File: src/rtl/bf_weight_scheduler.sv
// Steps a flop-based beamforming weight table one packet at a time by snooping the
// multiplier input handshake. Optional BF_DWELL_EN adds cfg_dwell (packets per entry).
module bf_weight_scheduler #(
    parameter int WEIGHT_WIDTH = 8,
    parameter int NUM_CH       = 4,
    parameter int TABLE_DEPTH  = 16,
    parameter int IDX_WIDTH    = 4
) (
    input  logic                                CLK,
    input  logic                                resetn,
    input  logic                                cfg_we,
    input  logic [IDX_WIDTH-1:0]                cfg_addr,
    input  logic [NUM_CH*(WEIGHT_WIDTH+1)-1:0]  cfg_wdata,
    input  logic [IDX_WIDTH:0]                  cfg_len,
    input  logic                                cfg_loop,
    input  logic [NUM_CH*(WEIGHT_WIDTH+1)-1:0]  cfg_default,
`ifdef BF_DWELL_EN
    input  logic [7:0]                          cfg_dwell,
`endif
    input  logic                                cfg_start,
    input  logic                                cfg_stop,
    input  logic                                s_tvalid,
    input  logic                                s_tready,
    input  logic                                s_tlast,
    output logic [NUM_CH*(WEIGHT_WIDTH+1)-1:0]  bweight,
    output logic [IDX_WIDTH-1:0]                cur_idx,
    output logic                                busy,
    output logic                                done,
    output logic [15:0]                         sweep_cnt,
    output logic                                wr_err
);

    localparam int SET_W = NUM_CH * (WEIGHT_WIDTH + 1);
    localparam logic [IDX_WIDTH:0]   LEN_MAX = (IDX_WIDTH+1)'(TABLE_DEPTH);
    localparam logic [IDX_WIDTH:0]   LEN_ONE = (IDX_WIDTH+1)'(1);
    localparam logic [IDX_WIDTH-1:0] IDX_ONE = IDX_WIDTH'(1);

    typedef enum logic [1:0] {
        S_IDLE     = 2'd0,
        S_RUN      = 2'd1,
        S_STOPPING = 2'd2
    } state_t;

    state_t                 state_q, state_d;
    logic [SET_W-1:0]       table_q [TABLE_DEPTH];
    logic [IDX_WIDTH:0]     len_q, len_d;
    logic                   loop_q, loop_d;
    logic [IDX_WIDTH-1:0]   idx_q, idx_d;
    logic [SET_W-1:0]       bweight_q, bweight_d;
    logic [15:0]            sweep_q, sweep_d;
    logic                   done_q, done_d;
    logic                   wr_err_q, wr_err_d;

    logic                   pb;
    logic                   busy_w;
    logic                   addr_ok;
    logic                   tbl_we;
    logic                   start_ok;
    logic                   at_last;
    logic                   dwell_done;
    logic                   finish;
    logic [IDX_WIDTH-1:0]   idx_nxt;
    logic [SET_W-1:0]       entry0;

    assign pb       = s_tvalid & s_tready & s_tlast;
    assign busy_w   = (state_q != S_IDLE);
    assign addr_ok  = ({1'b0, cfg_addr} < LEN_MAX);
    assign start_ok = cfg_start & ~cfg_stop & (cfg_len != '0);
    assign at_last  = ({1'b0, idx_q} == (len_q - LEN_ONE));
    assign idx_nxt  = idx_q + IDX_ONE;
    // A write to entry 0 in the start cycle must be visible to that same start.
    assign entry0   = (tbl_we && (cfg_addr == '0)) ? cfg_wdata : table_q[0];

`ifdef BF_DWELL_EN
    logic [7:0] dwell_q, dwell_d;
    logic [7:0] dcnt_q, dcnt_d;

    assign dwell_done = ({1'b0, dcnt_q} + 9'd1) >= {1'b0, dwell_q};

    always_comb begin
        dwell_d = dwell_q;
        dcnt_d  = dcnt_q;
        if (state_q == S_IDLE) begin
            if (start_ok) begin
                dwell_d = (cfg_dwell == 8'd0) ? 8'd1 : cfg_dwell;
                dcnt_d  = '0;
            end
        end else if ((state_q == S_RUN) && !cfg_stop && pb) begin
            dcnt_d = dwell_done ? 8'd0 : (dcnt_q + 8'd1);
        end
    end

    always_ff @(posedge CLK) begin
        if (!resetn) begin
            dwell_q <= '0;
            dcnt_q  <= '0;
        end else begin
            dwell_q <= dwell_d;
            dcnt_q  <= dcnt_d;
        end
    end
`else
    assign dwell_done = 1'b1;
`endif

    always_comb begin
        state_d   = state_q;
        len_d     = len_q;
        loop_d    = loop_q;
        idx_d     = idx_q;
        bweight_d = bweight_q;
        sweep_d   = sweep_q;
        done_d    = 1'b0;
        wr_err_d  = 1'b0;
        tbl_we    = 1'b0;
        finish    = 1'b0;

        if (cfg_we) begin
            if (busy_w || !addr_ok) wr_err_d = 1'b1;
            else                    tbl_we   = 1'b1;
        end

        unique case (state_q)
            S_IDLE: begin
                bweight_d = cfg_default;
                idx_d     = '0;
                if (start_ok) begin
                    state_d   = S_RUN;
                    len_d     = (cfg_len > LEN_MAX) ? LEN_MAX : cfg_len;
                    loop_d    = cfg_loop;
                    bweight_d = entry0;
                    sweep_d   = '0;
                end
            end
            S_RUN: begin
                // A stop on a boundary ends the sweep there without advancing.
                if (cfg_stop) begin
                    if (pb) finish  = 1'b1;
                    else    state_d = S_STOPPING;
                end else if (pb && dwell_done) begin
                    if (!at_last) begin
                        idx_d     = idx_nxt;
                        bweight_d = table_q[idx_nxt];
                    end else if (loop_q) begin
                        idx_d     = '0;
                        bweight_d = table_q[0];
                        if (sweep_q != 16'hFFFF) sweep_d = sweep_q + 16'd1;
                    end else begin
                        finish = 1'b1;
                    end
                end
            end
            S_STOPPING: begin
                if (pb) finish = 1'b1;
            end
            default: state_d = S_IDLE;
        endcase

        if (finish) begin
            state_d   = S_IDLE;
            done_d    = 1'b1;
            bweight_d = cfg_default;
            idx_d     = '0;
        end
    end

    always_ff @(posedge CLK) begin
        if (!resetn) begin
            for (int i = 0; i < TABLE_DEPTH; i++) table_q[i] <= '0;
        end else if (tbl_we) begin
            table_q[cfg_addr] <= cfg_wdata;
        end
    end

    always_ff @(posedge CLK) begin
        if (!resetn) begin
            state_q   <= S_IDLE;
            len_q     <= '0;
            loop_q    <= 1'b0;
            idx_q     <= '0;
            bweight_q <= '0;
            sweep_q   <= '0;
            done_q    <= 1'b0;
            wr_err_q  <= 1'b0;
        end else begin
            state_q   <= state_d;
            len_q     <= len_d;
            loop_q    <= loop_d;
            idx_q     <= idx_d;
            bweight_q <= bweight_d;
            sweep_q   <= sweep_d;
            done_q    <= done_d;
            wr_err_q  <= wr_err_d;
        end
    end

    assign bweight   = bweight_q;
    assign cur_idx   = idx_q;
    assign busy      = busy_w;
    assign done      = done_q;
    assign sweep_cnt = sweep_q;
    assign wr_err    = wr_err_q;

endmodule

File: config.mk
export PLATFORM = sky130hd
export DESIGN_NAME = bf_weight_scheduler
export DESIGN_NICKNAME = d
export VERILOG_FILES = /design/src/rtl/bf_weight_scheduler.sv
export SDC_FILE = /design/constraint.sdc
export NUM_CORES = 1
export LEC_CHECK = 0
export ABC_AREA = 1
export ABC_CLOCK_PERIOD_IN_PS = 7050
export BUFFER_PORTS_ARGS = -buffer_cell sky130_fd_sc_hd__buf_4
export CAP_MARGIN = 20
export CORE_ASPECT_RATIO = 2
export CORE_UTILIZATION = 60
export CTS_BUF_LIST = sky130_fd_sc_hd__clkbuf_2 sky130_fd_sc_hd__clkbuf_4 sky130_fd_sc_hd__clkbuf_8
export CTS_CLUSTER_SIZE = 28
export DETAILED_ROUTE_END_ITERATION = 16
export PLACE_DENSITY = 0.81
export RECOVER_POWER = 100
export SLEW_MARGIN = 0
export SYNTH_ARGS = -nofsm -noshare
export SYNTH_HDL_FRONTEND = slang
export SYNTH_SLANG_ARGS = --single-unit
File: constraint.sdc
create_clock -name CLK -period 7.05 [get_ports CLK]
set_input_delay 0.3525 -clock CLK [delete_from_list [all_inputs] [get_ports CLK]]
set_output_delay 0.3525 -clock CLK [all_outputs]
set_load 0.05 [all_outputs]
==> results of run 1 <==
==> layout by cell type (no fill, tap or decap), types with 6 or more instances in the layout <==
cell type / n
sky130_fd_sc_hd__buf_4: 102
sky130_fd_sc_hd__inv_1: 212
sky130_fd_sc_hd__clkinv_1: 15
sky130_fd_sc_hd__o21bai_1: 26
sky130_fd_sc_hd__nand3_1: 472
sky130_fd_sc_hd__edfxtp_1: 576
sky130_fd_sc_hd__clkbuf_1: 90
sky130_fd_sc_hd__bufinv_16: 6
sky130_fd_sc_hd__clkbuf_8: 88
sky130_fd_sc_hd__or2_2: 25
sky130_fd_sc_hd__o21ai_1: 22
sky130_fd_sc_hd__dlygate4sd3_1: 39
sky130_fd_sc_hd__nor3_1: 9
sky130_fd_sc_hd__xor2_1: 11
sky130_fd_sc_hd__o21ai_0: 50
sky130_fd_sc_hd__nand2_1: 1055
sky130_fd_sc_hd__clkbuf_4: 28
sky130_fd_sc_hd__dfxtp_1: 65
sky130_fd_sc_hd__nor2_1: 667
sky130_fd_sc_hd__clkinv_2: 14
sky130_fd_sc_hd__o211ai_1: 65
sky130_fd_sc_hd__a21oi_1: 56
==> cell families (layout without fill, tap and decap cells) <==
kind of cell	after synthesis	after routing	share of synthesized area, %
DFF	642	642	59.3
other	0	2	0
xor gates and xnor gates	15	15	0.419
adders and majority gates	6	6	0.239
and+or+nand+nor	2250	2250	29.5
AOI/OAI and AO/OA	222	222	4.30
buffers and inverters	480	611	6.21
==> timing repair <==
action                                 CTS  global route
setup buffers                            0             0
endpoints found under the hold margin   39             0
hold buffers                            39             0
setup endpoints to repair                0             0
==> flip-flops by register name (all words and copies together) (netlist names) <==
register / flops
table_q: 576
bweight: 36
sweep_cnt: 16
len_q: 5
cur_idx: 4
state_q: 2
done: 1
loop_q: 1
wr_err: 1
==> through the flow <==
stage | instance area (sq um) | utilization [%]
after floorplan | 31400 | -
after global placement | 32600 | 63.1
after detailed placement | 32700 | 63.3
after CTS | 34900 | 67.5
after global routing | 34500 | 66.8
final | 34500 | 66.8
==> critical path: stages, from the launching register on <==
cell and delay (ns):
sky130_fd_sc_hd__dfxtp_1 0.36, sky130_fd_sc_hd__inv_1 0.08, sky130_fd_sc_hd__ha_1 0.18, sky130_fd_sc_hd__buf_4 0.30, sky130_fd_sc_hd__inv_1 0.10, sky130_fd_sc_hd__clkbuf_1 1.57, sky130_fd_sc_hd__nor2_1 0.97, sky130_fd_sc_hd__inv_1 0.66
sky130_fd_sc_hd__nand2_1 0.46, sky130_fd_sc_hd__or2_0 0.35, sky130_fd_sc_hd__a21oi_1 0.12
==> routing by layer <==
layer	vias to the layer above	share of wire, %
met3	290	11
met1	12302	36
met5	-	0
li1	11964	-
met2	1679	50
met4	0	4.2
==> power breakdown <==
group          internal (W)  switching, W  leakage, nW  total, W
sequential          0.00432     0.0000693         6.49   0.00439
clock               0.00154       0.00143        0.940   0.00297
combinational      0.000276      0.000771         7.06   0.00105
total               0.00613       0.00227         14.5   0.00840
==> worst min path at each step <==
| stage | startpoint | to | slack (ns) | cells after the start |
|---|---|---|---|---|
| CTS | cfg_wdata[10] | table_q[0][10] | 0.0007 | 3 |
| global placement | len_q[1] | len_q[1] | 0.46 | 2 |
| global route | cfg_wdata[32] | table_q[0][32] | 0.03 | 3 |
| finish | cfg_wdata[21] | table_q[0][21] | 0.03 | 3 |
| detailed placement | len_q[1] | len_q[1] | 0.47 | 2 |
| floorplan | len_q[1] | len_q[1] | 0.45 | 2 |
==> cell type report <==
cell class	instances	area share (%)
inverter	220	2.42
clock inverter	41	1.06
tap	660	2.39
clock buffer	115	4.10
timing repair buffer	235	4.53
antenna	2	0.0145
sequential	642	54.0
multi-input combinational	2493	31.5
==> results by stage, run 1 <==
Yosys:
- Counting flops with a built-in enable in the synthesized netlist gives 576.
- After synthesis, the cell types taking the most area are sky130_fd_sc_hd__edfxtp_1 55%, sky130_fd_sc_hd__nand2_1 13%, sky130_fd_sc_hd__nor2_1 8.0%.
- The synthesized netlist contains 39 unique library cells.
- The fraction of registers with async set/reset is 0%.
- The synthesized design devotes to its leading area cell type 55.1% of total area.
- During synthesis, Yosys emitted a total of 0 warnings.
- In this run the mean area of a mapped cell was 8.68 sq um.
- Summing every instance area after synthesis gives 31400 sq um.
- Counting every net in the synthesized netlist gives 3711.
- In the synthesized netlist the dominant register cell turns out to be sky130_fd_sc_hd__edfxtp_1.
- The library cell with the largest summed area after synthesis is sky130_fd_sc_hd__edfxtp_1.
- The share of synthesized area occupied by flip-flops and latches is 59.3%.
- The synthesized netlist cell count is 3615.
- In this run, synthesis produced a sequential element count of 642.
- Sorting the synthesized cells by how often they occur yields 1053 x sky130_fd_sc_hd__nand2_1, 665 x sky130_fd_sc_hd__nor2_1, 576 x sky130_fd_sc_hd__edfxtp_1, 472 x sky130_fd_sc_hd__nand3_1, 211 x sky130_fd_sc_hd__inv_1.
- The most frequently used cell type in the post-synthesis netlist is sky130_fd_sc_hd__nand2_1.

Worst setup path:
- The type of the setup path with the least slack is flip-flop to flip-flop.
- Counting cells, the worst reg-to-reg path comes to 10.
- The critical path starts at state_q[1].
- The critical path launch point type is a flip-flop.
- The kind of capture point of the worst setup path is a flip-flop.
- In this run the register-to-register setup slack is 1.79 ns.
- The arrival time reported for the critical path endpoint is 5.86 ns.
- STA puts the critical path data required time at 7.65 ns.
- The endpoint identified for the worst register-to-register timing path is sweep_cnt[0].
- The worst flop-to-flop path startpoint is state_q[1].
- The most critical setup path has its endpoint at sweep_cnt[0].
- Of all nets on the critical path, the largest fanout is 46.

Placed design:
- The post-placement cell count is 4208.
- The detailed placement HPWL is 52000 um.
- The post-placement worst setup slack is 3.46 ns.
- At the end of routability-driven placement, the weighted congestion stood at 0.872.
- The count of port buffers added during placement is 148.

Final layout:
- The area growth from synthesis to final layout is 9.96%.
- The register area is 18600 sq um.
- Summing all multi-input logic gate instances after layout gives 10900 sq um.
- The count of filler cells inserted in the layout is 4019.
- The final instance count without filler cells is 4408.
- The number of nets in the finished design is 3774.
- The share of post-route cells with drive strength above 1 is 7.98%.

Global routing:
- The first-pass GRT wire length is 135000 um.
- Global routing consumed, on the met2 layer, 55.5% of the routing resources.
- The met1 usage in global routing is 39.7%.
- The initial antenna violation count is 1.
- The via count of the first global-routing pass is 25.3k.
- Entering global routing, the biggest net connects 247 pins.
- The global-route met3 utilization is 5.87%.
- The total overflow left after global routing is 0.
- The total routing resource utilization after global routing is 33.0%.
- The most crowded layer after global routing is met2.

Floorplanning:
- The die width is 164 um.
- The core box area is 51700 sq um.
- From bottom edge to top edge, the die measures 325 um.
- The die area is 53300 sq um.
- In this run the count of I/O pins placed on the die edge is 149.
- After floorplanning, the core was divided into 118 placement rows.
- For this configuration, the core starts out at a cell density of 60.7%.

CTS:
- The clock latency on the worst-skew pair is 0.68 ns.
- The deepest level of the CTS H-tree is 3.
- The clock tree root buffer cell is sky130_fd_sc_hd__clkbuf_8.
- After clock tree synthesis, the repair step resized 0 gates.
- Counting along the longest clock path gives a buffer depth of 3.
- The TritonCTS clock tree is built.
- The clock net in this run drives a total of 642 sinks.
- The number of buffers created by CTS is 86.
- After clock tree synthesis, the clock-pin slew on the worst setup and hold paths is 0.07 ns.

Detailed routing:
- The routed via count is 26.2k.
- Using the TritonRoute via totals, the vias-per-cell ratio works out to 5.95.
- The first-pass iteration count of the detailed router is 7.
- In the routed design, unresolved DRC markers number 0.
- The final routed wirelength across all metal layers is 87500 um.
- The per-cell routed wire length is 19.9 um.
- The number of violations reported at the end of detailed-routing iteration 0 is 3798.
- The post-route antenna net violation count is 0.

Outcome:
- The run finished, with violations left.
- The checks that failed: max-capacitance violations, max-slew violations.

STA:
- The number of failing hold endpoints at the final stage is 0.
- The worst slew margin relative to its limit is -108%.
- The number of max-slew violations in the final report is 1138.
- For the pin with the worst max-slew slack, the measured transition is 3.11 ns.
- The portion of the clock cycle consumed by the worst path in the final layout is 74.6%.
- The least setup slack across all paths after layout is 1.79 ns.
- On the final layout, the worst hold slack is 0.0303 ns.
- The setup violation total in the final timing report is 0.
- Setup repair after global routing left no endpoint under its margin.
- In the final timing run, aggregate negative setup slack is 0 ns.
- Across the routed clock network, the largest skew measured is 0.0220 ns.
- The smallest clock period supported by the final layout is computed as 5.26 ns.
- The maximum clock frequency is 190 MHz.

Worst hold path:
- The classification of the worst-slack hold path is input pin to flip-flop.

Power:
- For this design the ratio of total power to cell area is 244 nW/um^2.
- In this run the static leakage power is 14.5 nW.
- After layout, the design draws a total of 0.00840 W.
- The worst IR drop on VDD is 261 uV.

Job:
- Max-cap violations in this run came to 32.
Note: power is estimated with default switching activity, not from simulation.
==> run 2: changes to the inputs <==
--- a/config.mk
+++ b/config.mk
@@ -6,7 +6,7 @@
 export NUM_CORES = 1
 export LEC_CHECK = 0
 export ABC_AREA = 1
-export ABC_CLOCK_PERIOD_IN_PS = 7050
+export ABC_CLOCK_PERIOD_IN_PS = 5200
 export BUFFER_PORTS_ARGS = -buffer_cell sky130_fd_sc_hd__buf_4
 export CAP_MARGIN = 20
 export CORE_ASPECT_RATIO = 2
==> constraint.sdc (replaced) <==
create_clock -name CLK -period 5.2 [get_ports CLK]
set_input_delay 0.26 -clock CLK [delete_from_list [all_inputs] [get_ports CLK]]
set_output_delay 0.26 -clock CLK [all_outputs]
set_load 0.05 [all_outputs]
==> run 2 against run 1 <==
Effect of this change: the flow still finishes with violations (max-capacitance violations, max-slew violations); sequential cell count did not move; global-route usage fell by 0.93 points; sequential power rose by 35%; combinational power rose by 38%; count of clock-buffer cells in the layout fell by 3; highest routed layer unchanged.
==> results by stage, run 2 (synthesized netlist as in run 1, its figures left out) <==
STA:
- The number of max-slew violations in the final report is 504.
- The shortest period the worst path allows is 4.41 ns.
- Setup repair after global routing left no endpoint under its margin.
- The actual slew at the worst max-slew pin is 2.48 ns.
- The number of failing hold endpoints at the final stage is 0.
- Setup violations remaining at the end of the flow were counted as 0.
- The worst setup skew after layout is 0.0336 ns.
- Dividing the final minimum period by the clock period gives 84.8%.
- The post-route setup TNS is 0 ns.
- The maximum clock frequency is 227 MHz.
- The worst slew margin relative to its limit is -65.5%.

Detailed routing:
- The remaining design rule violation count is 0.
- The routed via count is 25.8k.
- The detail-routed via count per cell is 5.81.
- The per-cell routed wire length is 19.1 um.
- The first-pass iteration count of the detailed router is 6.
- In this run the remaining antenna-violating nets after routing total 0.
- Summed over all layers, the routed wires come to 85000 um.
- In this run, the number of DRC markers left after iteration 0 of detailed routing was 3138.

CTS:
- The register clock-pin slew on the reported worst setup and hold paths is 0.08 ns.
- The clock latency on the worst-skew pair is 0.70 ns.
- Counting along the longest clock path gives a buffer depth of 3.
- The count of clock tree sinks is 642.
- The number of post-CTS setup repair buffers is 0.
- The number of instances resized during post-cts repair is 0.
- The clock tree root buffer cell is sky130_fd_sc_hd__clkbuf_8.
- The TritonCTS clock tree is built.
- In this run, post-CTS hold repair placed 77 buffers.
- The deepest level of the CTS H-tree is 3.
- The number of buffers created by CTS is 84.

Worst setup path:
- The type of the setup path with the least slack is flip-flop to flip-flop.
- The logic depth of the worst setup path including buffers is 8.
- The cell with the largest stage delay on the worst path is sky130_fd_sc_hd__clkbuf_1.
- At the worst endpoint, the required time is 5.60 ns.
- Together, buffers and inverters on the worst path number 3.
- Measured in cells, the most critical reg-to-reg path has a length of 8.
- Traced cell by cell, the critical path runs through inv_1 -> ha_1 -> nand3_1 -> nor3_1 -> nand2_1 -> clkbuf_1 -> nand2_1 -> buf_12.
- Grouping stages by cell kind, the critical path spends the most delay in buffers and inverters.
- Of all nets on the critical path, the largest fanout is 37.
- The kind of capture point of the worst setup path is a flip-flop.
- The arrival time reported for the critical path endpoint is 4.81 ns.
- The worst setup path is launched from a flip-flop.
- The cell with the most instances on the worst path is sky130_fd_sc_hd__nand2_1.
- In this design, the stage delay of the slowest critical-path cell is 1.76 ns.

Final layout:
- The library cells used most frequently in the layout, excluding fill and tap cells, are 1054 x sky130_fd_sc_hd__nand2_1, 668 x sky130_fd_sc_hd__nor2_1, 576 x sky130_fd_sc_hd__edfxtp_1.
- The most common cell after layout, fill and taps aside is sky130_fd_sc_hd__nand2_1.
- The area growth from synthesis to final layout is 11.5%.
- For this run, the share of the core covered by cells in the final layout is 67.7%.
- The sequential cells in the finished layout cover a total of 18600 sq um.
- The area taken by multi-input logic gates is 10900 sq um.
- Cells with a size suffix above 1 make up 8.30% of the layout.
- Ranked by flip-flop count, first place goes to table_q.
- The register with the most flip-flops in the layout has 576 of them.
- The filler cells instantiated in the layout total 3945.
- After the flow finishes, the layout carries non-filler instances totaling 4444.
- For this run, the post-layout net count is 3812.

Floorplanning:
- The core box area is 51700 sq um.
- From left edge to right edge, the die measures 164 um.
- Pin placement for this block handled 149 I/O pins.
- Once the floorplan was initialized, standard cells occupied 60.7% of the core.
- The die covers 53300 sq um.
- The number of standard-cell rows in the floorplan is 118.
- The floorplan die height is 325 um.

Global routing:
- The first global-routing pass estimated 132000 um of wire.
- The via count of the first global-routing pass came to 25.3k.
- The initial antenna violation count was 2.
- For this run, the total global-route usage over all layers was measured as 32.0%.
- The maximum number of pins on one net before global-route repair is 169.
- Summed over all layers, the global routing overflow is 0.

Placed design:
- At the end of routability-driven placement, the weighted congestion stood at 0.949.
- The count of buffers added on input and output ports is 148.
- The number of placed instances, taps included, is 4211.
- Detailed placement finished with a half-perimeter wire length of 52500 um.

Job:
- The tool flagged a number of max-cap violations equal to 15.

Power:
- For this design the ratio of total power to cell area is 329 nW/um^2.
- The static leakage power is 14.7 nW.
- The worst IR drop on VDD is 232 uV.

Worst hold path:
- The instance count along the most critical hold path is 3.
- The classification of the worst-slack hold path is input pin to flip-flop.

Outcome:
- The final reports fail on max-capacitance violations, max-slew violations.
- The run finished, with violations left.
run 2: cell types whose count changed in the layout (fill, tap and decap cells not counted), moves of 2 or more:
cell,before,now
sky130_fd_sc_hd__dlygate4sd3_1,39,77
sky130_fd_sc_hd__buf_4,102,116
sky130_fd_sc_hd__clkbuf_1,90,76
sky130_fd_sc_hd__bufinv_16,6,9
sky130_fd_sc_hd__clkbuf_4,28,25
sky130_fd_sc_hd__clkbuf_2,0,2
sky130_fd_sc_hd__clkinv_1,15,13
sky130_fd_sc_hd__clkinvlp_4,3,1
sky130_fd_sc_hd__nand2_2,4,6
run 2: worst min-delay path, stage by stage:
cell and delay [ns]:
sky130_fd_sc_hd__buf_4 0.25, sky130_fd_sc_hd__nand2_1 0.12, sky130_fd_sc_hd__nor2_1 0.03
run 2: layer usage:
| layer | track usage, % | vias up | wire, um |
|---|---|---|---|
| li1 | - | 12044 | - |
| met1 | 37.5 | 11996 | 30000 |
| met2 | 56.2 | 1488 | 43800 |
| met3 | 5.66 | 272 | 7960 |
| met4 | 15.0 | 0 | 3220 |
| met5 | 0 | - | 0 |
run 2: final cells by class:
cell class	count	area share, %
Antenna cell	2	0.0143
Clock buffer	112	3.96
Clock inverter	40	1.23
Inverter	220	2.39
Multi-Input combinational cell	2493	31.1
Sequential cell	642	53.2
Tap cell	660	2.36
Timing Repair Buffer	275	5.77
run 2: per-stage QoR:
step | total power (W) | instance area (sq um) | hold WS [ns] | worst slack [ns]
after floorplan | 0.00702 | 31400 | 0.374 | 2.50
after global placement | 0.00743 | 32700 | 0.459 | 1.73
after detailed placement | 0.00746 | 32700 | 0.461 | 1.66
after CTS | 0.0115 | 35300 | 0.00772 | 1.64
after global routing | 0.0119 | 35000 | 0.0433 | 0.620
final | 0.0115 | 35000 | 0.0397 | 0.790
run 2: power breakdown:
part	internal, W	switching, W
Sequential	0.00585	0.0000874
Combinational	0.000395	0.00106
Clock	0.00220	0.00191
run 2: worst paths after layout:
path,to,from,slack [ns]
hold / removal,wr_err,resetn,0.04
setup / recovery,table_q[13][30],state_q[0],0.79
setup reg to reg,table_q[13][30],state_q[0],0.79
hold reg to reg,len_q[1],len_q[1],0.47
